<file path="config.mk">
export PLATFORM = sky130hd
export DESIGN_NAME = busy_gnt_arbiter_flat
export DESIGN_NICKNAME = d
export VERILOG_FILES = /design/src/rtl/busy_gnt_arbiter_pkg.sv /design/src/rtl/busy_gnt_arbiter_if.sv /design/src/rtl/busy_gnt_arbiter_rr_pick.sv /design/src/rtl/busy_gnt_arbiter.sv /design/src/flat_wrapper.sv
export SDC_FILE = /design/constraint.sdc
export NUM_CORES = 1
export LEC_CHECK = 0
export BUFFER_PORTS_ARGS = -buffer_cell sky130_fd_sc_hd__buf_4
export CAP_MARGIN = 40
export CORE_AREA = 4 4 41 43
export DETAILED_ROUTE_END_ITERATION = 7
export DIE_AREA = 0 0 45 47
export PLACE_DENSITY = 0.67
export SLEW_MARGIN = 20
export SYNTH_ARGS = -nofsm -noshare
export SYNTH_HDL_FRONTEND = slang
export SYNTH_SLANG_ARGS = --single-unit
</file>
<file path="constraint.sdc">
create_clock -name clk -period 2.6 [get_ports clk]
set_input_delay 0.52 -clock clk [delete_from_list [all_inputs] [get_ports clk]]
set_output_delay 0.52 -clock clk [all_outputs]
set_load 0.01 [all_outputs]
</file>
<file path="src/rtl/busy_gnt_arbiter_pkg.sv">
// busy_gnt_arb_pkg: shared state type, default parameters and index-width helper
// Used by busy_gnt_arbiter, its interface and the rr_pick selector.
package busy_gnt_arb_pkg;
    typedef enum logic [1:0] {IDLE, WAIT_BUSY, GRANT} state_t;
    localparam int N_REQ_DEF       = 4;
    localparam int BUSY_CNT_DEF    = 3;
    localparam int TIMEOUT_CYC_DEF = 16;
    function automatic int idx_w(input int n);
        return (n > 1) ? $clog2(n) : 1;
    endfunction
endpackage

</file>
<file path="src/rtl/busy_gnt_arbiter_if.sv">
// busy_gnt_arbiter_if: requester/resource bundle for busy_gnt_arbiter
// req[N_REQ], busy      : driven by the requester/resource side
// gnt[N_REQ], gnt_id, active : driven by the arbiter
// timeout_err           : arbiter abort pulse, present only with BUSY_GNT_ARB_TIMEOUT_EN
interface busy_gnt_arbiter_if
    import busy_gnt_arb_pkg::*;
#(
    parameter int N_REQ = N_REQ_DEF
);
    localparam int IDW = idx_w(N_REQ);
    logic [N_REQ-1:0] req;
    logic             busy;
    logic [N_REQ-1:0] gnt;
    logic [IDW-1:0]   gnt_id;
    logic             active;
`ifdef BUSY_GNT_ARB_TIMEOUT_EN
    logic             timeout_err;
    modport master (output req, busy, input gnt, gnt_id, active, timeout_err);
    modport slave  (input req, busy, output gnt, gnt_id, active, timeout_err);
`else
    modport master (output req, busy, input gnt, gnt_id, active);
    modport slave  (input req, busy, output gnt, gnt_id, active);
`endif
endinterface

</file>
<file path="src/rtl/busy_gnt_arbiter_rr_pick.sv">
// rr_pick: combinational round-robin selector
// req[N_REQ] : pending requests
// ptr        : last owner; search starts at ptr+1 and wraps
// valid      : any request pending
// idx        : winning requester index
module rr_pick
    import busy_gnt_arb_pkg::*;
#(
    parameter int N_REQ = N_REQ_DEF,
    localparam int IDW = idx_w(N_REQ)
) (
    input  logic [N_REQ-1:0] req,
    input  logic [IDW-1:0]   ptr,
    output logic             valid,
    output logic [IDW-1:0]   idx
);
    // Scan from farthest to nearest so the nearest candidate after ptr wins.
    always_comb begin
        valid = |req;
        idx = '0;
        for (int i = N_REQ; i >= 1; i--)
            if (req[IDW'((int'(ptr) + i) % N_REQ)]) idx = IDW'((int'(ptr) + i) % N_REQ);
    end
endmodule

</file>
<file path="src/rtl/busy_gnt_arbiter.sv">
// busy_gnt_arbiter: round-robin owner of a busy-signalling resource, grants after BUSY_CNT busy samples
// clk   : rising-edge clock
// rst_n : asynchronous active-low reset
// bus   : busy_gnt_arbiter_if.slave (req, busy in; gnt, gnt_id, active, timeout_err out)
// Optional: define BUSY_GNT_ARB_TIMEOUT_EN to abort WAIT_BUSY after TIMEOUT_CYC busy-free cycles.
module busy_gnt_arbiter
    import busy_gnt_arb_pkg::*;
#(
    parameter int N_REQ    = N_REQ_DEF,
    parameter int BUSY_CNT = BUSY_CNT_DEF
`ifdef BUSY_GNT_ARB_TIMEOUT_EN
    ,
    parameter int TIMEOUT_CYC = TIMEOUT_CYC_DEF
`endif
) (
    input logic               clk,
    input logic               rst_n,
    busy_gnt_arbiter_if.slave bus
);
    localparam int IDW = idx_w(N_REQ);
    localparam int CW  = $clog2(BUSY_CNT + 1);
    state_t         state;
    logic [IDW-1:0] ptr;
    logic [IDW-1:0] pick_idx;
    logic           pick_valid;
    logic [CW-1:0]  cnt;
`ifdef BUSY_GNT_ARB_TIMEOUT_EN
    localparam int TW = $clog2(TIMEOUT_CYC + 1);
    logic [TW-1:0]  tcnt;
`endif

    rr_pick #(.N_REQ(N_REQ)) u_pick (
        .req   (bus.req),
        .ptr   (ptr),
        .valid (pick_valid),
        .idx   (pick_idx)
    );

    always_ff @(posedge clk or negedge rst_n) begin
        if (!rst_n) begin
            state      <= IDLE;
            bus.gnt    <= '0;
            bus.gnt_id <= '0;
            bus.active <= 1'b0;
            cnt        <= '0;
            ptr        <= IDW'(N_REQ - 1);
`ifdef BUSY_GNT_ARB_TIMEOUT_EN
            tcnt            <= '0;
            bus.timeout_err <= 1'b0;
`endif
        end else begin
            bus.gnt <= '0;
`ifdef BUSY_GNT_ARB_TIMEOUT_EN
            bus.timeout_err <= 1'b0;
`endif
            case (state)
                IDLE: if (pick_valid) begin
                    state      <= WAIT_BUSY;
                    bus.gnt_id <= pick_idx;
                    bus.active <= 1'b1;
                    cnt        <= '0;
`ifdef BUSY_GNT_ARB_TIMEOUT_EN
                    tcnt       <= '0;
`endif
                end
                WAIT_BUSY: if (bus.busy) begin
                    cnt <= (cnt == CW'(BUSY_CNT)) ? cnt : cnt + 1'b1;
`ifdef BUSY_GNT_ARB_TIMEOUT_EN
                    tcnt <= '0;
`endif
                    // This sample is the BUSY_CNT-th one: grant shows up next cycle.
                    if (cnt == CW'(BUSY_CNT - 1)) begin
                        state   <= GRANT;
                        bus.gnt <= N_REQ'(1) << bus.gnt_id;
                    end
                end
`ifdef BUSY_GNT_ARB_TIMEOUT_EN
                else if (tcnt == TW'(TIMEOUT_CYC - 1)) begin
                    // Stalled owner gives up priority just as if it had been granted.
                    state           <= IDLE;
                    bus.active      <= 1'b0;
                    bus.timeout_err <= 1'b1;
                    ptr             <= bus.gnt_id;
                end else
                    tcnt <= tcnt + 1'b1;
`endif
                GRANT: begin
                    state      <= IDLE;
                    bus.active <= 1'b0;
                    ptr        <= bus.gnt_id;
                end
                default: state <= IDLE;
            endcase
        end
    end
endmodule

</file>
<file path="src/flat_wrapper.sv">
// flat-port wrapper written by rule: the top's interface ports become plain ports
module busy_gnt_arbiter_flat import busy_gnt_arb_pkg::*;
#(
    parameter int N_REQ    = N_REQ_DEF,
    parameter int BUSY_CNT = BUSY_CNT_DEF

)
  (clk, rst_n, bus_req, bus_busy, bus_gnt, bus_gnt_id, bus_active);
  busy_gnt_arbiter_if #(.N_REQ(N_REQ)) bus_i ();
  input logic clk;
  input logic rst_n;
  input wire logic [$bits(bus_i.req)-1:0] bus_req;
  input wire logic [$bits(bus_i.busy)-1:0] bus_busy;
  output wire logic [$bits(bus_i.gnt)-1:0] bus_gnt;
  output wire logic [$bits(bus_i.gnt_id)-1:0] bus_gnt_id;
  output wire logic [$bits(bus_i.active)-1:0] bus_active;
  assign bus_i.req = bus_req;
  assign bus_i.busy = bus_busy;
  assign bus_gnt = bus_i.gnt;
  assign bus_gnt_id = bus_i.gnt_id;
  assign bus_active = bus_i.active;
  busy_gnt_arbiter #(.N_REQ(N_REQ), .BUSY_CNT(BUSY_CNT)) u_core (.clk(clk), .rst_n(rst_n), .bus(bus_i));
endmodule
</file>
# --- Word-level counts from Yosys, hierarchy flattened ---
# Cells that the tools add are included.
# W data, S select, Z words.
totals:
  regBits: 13
  output_inout_bits: 7
classes:
  add_sub_neg: 5
  n_reduce_logical: 8
  eq_ne: 8
  mux: 29
  n_shift: 1
  order_cmp: 4
op_table:
  columns: ["op", "count"]
  rows:
  - ["$mux W2", 10]
  - ["$lt A2 B4 Y1 const B", 4]
  - ["$mux W4", 3]
  - ["$mux W1", 9]
  - ["$bmux W1 S2", 4]
  - ["$pmux W2 S2", 2]
  - ["$add A2 B1 Y2 const B", 3]
  - ["$eq A2 B2 Y1 const B", 3]
  - ["$add A2 B2 Y2 const B", 2]
  - ["$ne A2 B1 Y1 const B", 2]
  - ["$ne A2 B2 Y1 const B", 2]
  - ["$reduce_and A2 Y1", 2]
  - ["$reduce_and A4 Y1", 1]
  - ["$reduce_bool A2 Y1", 2]
  - ["$reduce_or A4 Y1", 1]
  - ["$shl A1 B2 Y4 const A", 1]
  - ["$reduce_and A3 Y1", 1]
  - ["$eq A2 B1 Y1 const B", 1]
  - ["$logic_not A2 Y1", 1]
  - ["$pmux W1 S2", 1]

# --- Longest topological paths before layout ---
# Gate-level depths: netlist of run 1.
logic_depth:
  depth_word: 8
  mapped_depth: 6
  ltp_nobuf: 6

# --- Hierarchy ---
# A second synthesis of run 1 with hierarchy kept.
unflattened:
  cells_unflattened: 55
  hier_area_um2: 646.9
modules_own_cells:
  columns: ["mod", "cells_per_inst", "n_inst", "area_each_um2"]
  rows:
  - ["busy_gnt_arbiter", 41, 1, 555.5]
  - ["rr_pick", 14, 1, 91.3]

# --- Worst setup path after synthesis of run 1 ---
# OpenSTA, ideal clock, no wires.
synth_path:
  path_type: "input-to-reg"
  from: "input bus_req[1]"
  to: "register u_core.bus.active"
  stages: 2
  setup_time_ns: 0.148
  path_slack_ns: 1.372
  arrival_ns: 1.079
  cell_sequence: "o41ai_4 -> o21ai_0"
synth_between:
  elab_chain_cells: 3
synth_rtl:
  columns: ["item", "line", "source"]
  rows:
  - ["from (decl)", "flat_wrapper.sv:12", "input wire logic [$bits(bus_i.req)-1:0] bus_req;"]
  - ["$reduce_or A4 Y1", "busy_gnt_arbiter_rr_pick.sv:19", "valid = |req;"]
  - ["$ne A2 B1 Y1 (no line)", null, null]
  - ["$reduce_and A2 Y1 (no line)", null, null]
  - ["to (signal assigned)", "busy_gnt_arbiter.sv:44", "bus.active <= 1'b0;"]
  - ["to (signal assigned)", "busy_gnt_arbiter.sv:60", "bus.active <= 1'b1;"]
  - ["to (signal assigned)", "busy_gnt_arbiter.sv:89", "bus.active <= 1'b0;"]
  - ["to (decl)", "busy_gnt_arbiter_if.sv:22", "modport slave (input req, busy, output gnt, gnt_id, active);"]
# Every way passes these cells.
# A chain may end at the register's enable or synchronous reset.

# --- Final worst setup path of run 1 ---
layout_path:
  from: "register u_core.bus.gnt_id[1]"
  to: "output bus_gnt_id[1]"
layout_rtl:
  columns: ["item", "line", "source"]
  rows:
  - ["from (decl)", "busy_gnt_arbiter_if.sv:22", null]
  - ["from (signal assigned)", "busy_gnt_arbiter.sv:59", "bus.gnt_id <= pick_idx;"]
  - ["to (decl)", "flat_wrapper.sv:15", "output wire logic [$bits(bus_i.gnt_id)-1:0] bus_gnt_id;"]
# No word-level cell between the ends.

==> summary.md, run 1 <==
| Metric | Value |
|---|---|
| Status | `complete, no violations` |
| Setup slack at placement | `1.13 ns` |
| Setup violators final | `0` |
| Final nets | `just over 80` |
| Pins over their slew limit | `0` |
| Min Clock Period, post-route | `approximately 1.4 ns` |
| Lkg Pwr | `0.359 nW` |
| Mapped Nets | `63` |
| Most used DFF post-synth | `dfrtp_1` |
| Post_cts resized | `0` |
| Area of the multi-input gates | `229 µm²` |
| Total chip power | `0.687 mW` |
| DR iter-0 viols | `7` |
| FF+latch count, synth | `13` |
| Num rows | `13` |
| First-pass GRT wire length | `1930 µm` |
| Routed wire length | `~1100 µm` |
| Crit path largest cell delay | `around 0.45 ns` |
| CTS tree | `yes` |
| Arr. time, crit path | `around 0.89 ns` |
| Largest buffer count on any clock path | `2` |
| Critical path's top delay family | `flip-flops` |
| Final ANT Viol Nets | `0` |
| Crit-path slowest cell | `dfrtp_1` |
| Post-synth EDFFs | `0` |
| WHS | `0.0663 ns` |
| Clock latency on the worst-skew pair | `0.27 ns` |
| Post-Syn Area | `579 µm²` |
| Top Ports | `14` |
| Worst Path Required | `2.08 ns` |
| Setup TNS | `0 ns` |
| Port bufs | `13` |
| Initial Util | `0.445` |
| Most frequent cells in the layout | `buf_4, dfrtp_1, nand2_1, inv_1, o21ai_0` |
| Clock slew at the register clock pins of the worst setup and hold paths | `0.09 ns` |
| Placed insts | `between 80 and 90` |
| Setup Fix Bufs, Post-CTS | `0` |
| RSZ-0062 raised after global routing | `false` |
| Core footprint | `between 1000 and 1500 µm²` |
| Vias/cell | `5.38` |
| Crit. End Element | `primary output` |
| DRC viols | `0` |
| Netlist cell types | `19` |
| Die Span Y | `47 µm` |
| H-tree levels | `1` |
| Total vias in the final route | `463` |
| Die width | `45 µm` |
| Sequential area share after synthesis | `0.566` |
| Max_cap viols | `0` |
| Initial antenna violation count | `0` |
| # hold bufs at CTS | `0` |
| Crit path buf inv count | `1` |
| Fin cells | `86` |
| Vias in the first global route | `461` |
| CP Max Fanout | `6` |
| HPWL after detailed placement | `between 800 and 900 µm` |
| Final period utilization | `0.542` |
| Maximum vdd drop | `0.493 mV` |
| 1st-pass router iterations | `4` |
| Worst hold path class | `input port to async pin` |
| Final setup margin | `1.19 ns` |
| Relative slew slack | `0.720` |
| Yosys warns | `0` |
| Final hold violation count | `0` |
| Routability cong. | `0.768` |
| Sink Count | `13` |
| Fill count | `about 120` |
| Crit Path Class | `flip-flop to primary output` |
| F_max | `709 MHz` |
| Total clock buffers created by CTS | `3` |
| Syn Inst Count | `54` |
| Avg Synthesized Cell Area | `10.7 µm²` |
| Clock root cell | `clkbuf_4` |
| Crit path cell chain | `buf_4` |
| Most common cell after layout, fill and taps aside | `buf_4` |
| Synth async-reset ratio | `1.00` |
| Setup crit start kind | `flip-flop` |
| P&R area growth vs syn | `24.6%` |
| Gr usage total | `0.126` |
| PwrDens | `952 nW/µm²` |
| Worst-margin pin slew | `~0.42 ns` |
| Largest net degree at the start of global routing | `14` |
| Overflow after GRT | `0` |
| Final Skew | `between 0.01 and 0.015 ns` |
| Avg WL per Cell | `13.3 µm` |
| Diode count | `0` |
| Share of cells above drive strength 1 | `0.282` |
| Die area | `2120 µm²` |
| Sequential Area | `328 µm²` |
power by group:
| group | total [mW] | switching [mW] | leakage (nW) | internal (mW) |
|---|---|---|---|---|
| Clock | 0.125 | 0.0656 | 0.0150 | 0.0593 |
| Sequential | 0.329 | 0.0561 | 0.158 | 0.272 |
| Combinational | 0.234 | 0.122 | 0.186 | 0.112 |
| Total | 0.687 | 0.244 | 0.359 | 0.443 |
sequential cells by signal, indices dropped and copies added (netlist names):
name               flops
u_core.bus.gnt_id      2
u_core.bus.active      1
u_core.state           2
u_core.ptr             2
u_core.cnt             2
u_core.bus.gnt         4
layout make-up:
cell class | count | area share
clock buffers | 4 | 0.0364
inverters | 6 | 0.0312
well taps | 15 | 0.0260
flip-flops and latches | 13 | 0.454
multi-input cells | 35 | 0.317
repair buffers | 13 | 0.135
final timing paths:
path,from,to,slack [ns],cells past startpoint
max,u_core.bus.gnt_id[1],bus_gnt_id[1],1.19,1
min,rst_n,u_core.bus.gnt[2],0.07,1
max reg2reg,u_core.ptr[0],u_core.bus.gnt_id[0],1.34,4
min reg2reg,u_core.bus.gnt_id[0],u_core.bus.gnt[2],0.52,1
max in group asynchronous,rst_n,u_core.ptr[0],2.29,1
min in group clk,u_core.bus.gnt_id[0],u_core.bus.gnt[2],0.52,1
cells in the mapped netlist, types with 2 or more instances:
cell | count | area [µm²]
dfrtp_1 | 11 | 275
nand2_1 | 7 | 26.3
inv_1 | 6 | 22.5
o21ai_0 | 6 | 30.0
nand3_1 | 3 | 15.0
nor2_1 | 3 | 11.3
dfstp_2 | 2 | 52.6
ha_1 | 2 | 25.0
nand2b_1 | 2 | 12.5
nor2b_1 | 2 | 12.5
nor3_1 | 2 | 10.0
kinds of logic (layout without fill, tap and decap cells):
group	count (synthesis)	in the layout	synth area share
simple gates	20	20	0.164
flops	13	13	0.566
compound gates	12	12	0.168
buf+inv	6	23	0.0389
fa+ha+maj	2	2	0.0432
mux	1	1	0.0194
layer usage:
layer | share of wire | wire length (µm) | global-route usage
met5 | 0 | 0 | 0
met4 | 0 | 0 | 0.0526
met3 | 0.082 | 94 | 0.0383
met2 | 0.50 | 570 | 0.203
met1 | 0.42 | 479 | 0.158
metrics by stage:
step                      cell area, µm²  utilization
after floorplan                      579            -
after global placement               696        0.535
after detailed placement             696        0.535
after CTS                            722        0.555
after global routing                 722        0.555
final                                722        0.555
(Power assumes the default switching activity.)
==> run 2: changes to the inputs <==
CORE_AREA = default   (was 4 4 41 43)
CORE_MARGIN = 4   (was default)
CORE_UTILIZATION = 44   (was default)
DIE_AREA = default   (was 0 0 45 47)
PLACE_DENSITY = 0.7   (was 0.67)
clock period = 1.1 ns   (was 2.6 ns; I/O delays follow)
==> summary.md, run 2 (synthesis gave the netlist of run 1 again) <==
| Metric | Value |
|---|---|
| Status | `finished, violations left` |
| Failing checks | `setup timing` |
| Vias in the first global route | `539` |
| Crit. End Element | `flip-flop` |
| 1st-pass router iterations | `3` |
| Arr. time, crit path | `approximately 1.3 ns` |
| Core footprint | `1170 µm²` |
| Reg2reg start | `u_core.ptr[0]` |
| Lkg Pwr | `0.420 nW` |
| Sink Count | `13` |
| Routed wire length | `roughly 1300 µm` |
| DRC viols | `0` |
| Crit path from | `u_core.ptr[0]` |
| Crit path largest cell delay | `0.54 ns` |
| Total chip power | `1.86 mW` |
| Largest buffer count on any clock path | `2` |
| Clock slew at the register clock pins of the worst setup and hold paths | `0.08 ns` |
| Die width | `44.3 µm` |
| Setup crit start kind | `flip-flop` |
| F_max | `896 MHz` |
| Worst reg2reg path depth | `4` |
| Clock latency on the worst-skew pair | `0.28 ns` |
| RSZ-0062 raised after global routing | `true` |
| PwrDens | `between 2000 and 2500 nW/µm²` |
| First-pass GRT wire length | `2240 µm` |
| Setup crit end | `u_core.bus.gnt_id[0]` |
| Most common cell after layout, fill and taps aside | `buf_4` |
| Die area | `1960 µm²` |
| Fin cells | `96` |
| Port bufs | `13` |
| Critical path's top delay family | `flip-flops` |
| Gr usage total | `0.165` |
| Relative slew slack | `0.850` |
| Maximum vdd drop | `approximately 1.3 mV` |
| Crit path buf inv count | `1` |
| Stages on worst setup path | `4` |
| Final ANT Viol Nets | `0` |
| Most flop-heavy register | `u_core.bus.gnt` |
| CTS tree | `yes` |
| Fill count | `between 90 and 100` |
| P&R area growth vs syn | `45.1%` |
| Crit path cell chain | `inv_2 > a221oi_2 > a31oi_1 > a2bb2oi_1` |
| Worst-margin pin slew | `0.224 ns` |
| Most frequent cells in the layout | `buf_4, dfrtp_1, nand2_1, inv_1` |
| Area of the multi-input gates | `259 µm²` |
| RR Endpoint | `u_core.bus.gnt_id[0]` |
| Avg WL per Cell | `between 10 and 15 µm` |
| Clock root cell | `clkbuf_4` |
| Total clock buffers created by CTS | `3` |
| Fin util | `0.718` |
| Pins over their slew limit | `0` |
| Overflow after GRT | `0` |
| Final hold violation count | `0` |
| Initial Util | `0.495` |
| Routability cong. | `between 0.7 and 0.8` |
| Max reg flops | `4` |
| Top Ports | `14` |
| Final nets | `92` |
| Final Skew | `0.00650 ns` |
| Placed insts | `88` |
| HPWL after detailed placement | `908 µm` |
| Final period utilization | `1.01` |
| Sequential Area | `329 µm²` |
| CP Max Fanout | `2` |
| Diode count | `0` |
| Worst hold path class | `input port to flip-flop` |
| Largest net degree at the start of global routing | `14` |
| Setup violators final | `3` |
| H-tree levels | `1` |
| Max_cap viols | `0` |
| Total vias in the final route | `502` |
| R2R Setup Slk | `-0.02 ns` |
| Crit Path Class | `flip-flop to flip-flop` |
| Initial antenna violation count | `0` |
| Share of cells above drive strength 1 | `0.476` |
| DR iter-0 viols | `6` |
| Num rows | `12` |
| Vias/cell | `5.23` |
| Crit-path slowest cell | `dfstp_2` |
| Worst Path Required | `1.28 ns` |
| Final setup margin | `-0.0163 ns` |
| Die Span Y | `44.3 µm` |
| Min Clock Period, post-route | `roughly 1.1 ns` |
## run 2: through the flow
step	setup WS [ns]	setup TNS [ns]	hold WS, ns	area (µm²)
floorplan	0.00985	0	-0.0756	586
global placement	-0.0535	-0.222	0.0696	753
detailed placement	-0.0629	-0.258	0.0723	753
CTS	-0.0199	-0.0548	0.214	830
global route	-0.0876	-0.459	0.236	841
finish	-0.0163	-0.0205	0.222	841
## run 2: timing repair
item                                    in CTS  in global routing
hold buffers                                 1                  0
endpoints found under the setup margin      10                  9
buffers inserted                             3                  0
hold endpoints to repair                    13                  0
pin swaps                                    6                  2
resized for setup                            9                  3
## run 2: worst min path at each step
stage / start / endpoint / slack (ns) / cells after the start
floorplan: rst_n / u_core.bus.active / -0.08 / 0
global placement: rst_n / u_core.bus.gnt[1] / 0.07 / 1
detailed placement: rst_n / u_core.bus.gnt[1] / 0.07 / 1
CTS: bus_busy / u_core.state[0] / 0.21 / 4
global route: bus_busy / u_core.state[0] / 0.24 / 4
finish: bus_busy / u_core.state[0] / 0.22 / 4
## run 2: per-layer routing
layer | up-vias | share of wire | wire length (µm) | track usage
li1 | 242 | - | - | -
met1 | 238 | 0.42 | 544 | 0.169
met2 | 16 | 0.48 | 627 | 0.262
met3 | 6 | 0.068 | 88 | 0.0732
met4 | 0 | 0.026 | 34 | 0.127
met5 | - | 0 | 0 | 0
## run 2: power by group
| part | switching (mW) | leakage (nW) | internal [mW] |
|---|---|---|---|
| clock | 0.158 | 0.0150 | 0.141 |
| combinational | 0.371 | 0.248 | 0.428 |
| sequential | 0.116 | 0.157 | 0.647 |
## run 2: area by class of cell
class | instances | share of cell area
multi-input combinational | 35 | 0.308
inverter | 6 | 0.0268
tap | 14 | 0.0208
timing repair buffer | 24 | 0.222
sequential | 13 | 0.391
clock buffer | 4 | 0.0313
## run 2: worst reg2reg max path, cell delays in order, from the launching register on
cell and delay, ns:
dfstp_2 0.54, inv_2 0.04, a221oi_2 0.22, a31oi_1 0.07
a2bb2oi_1 0.15
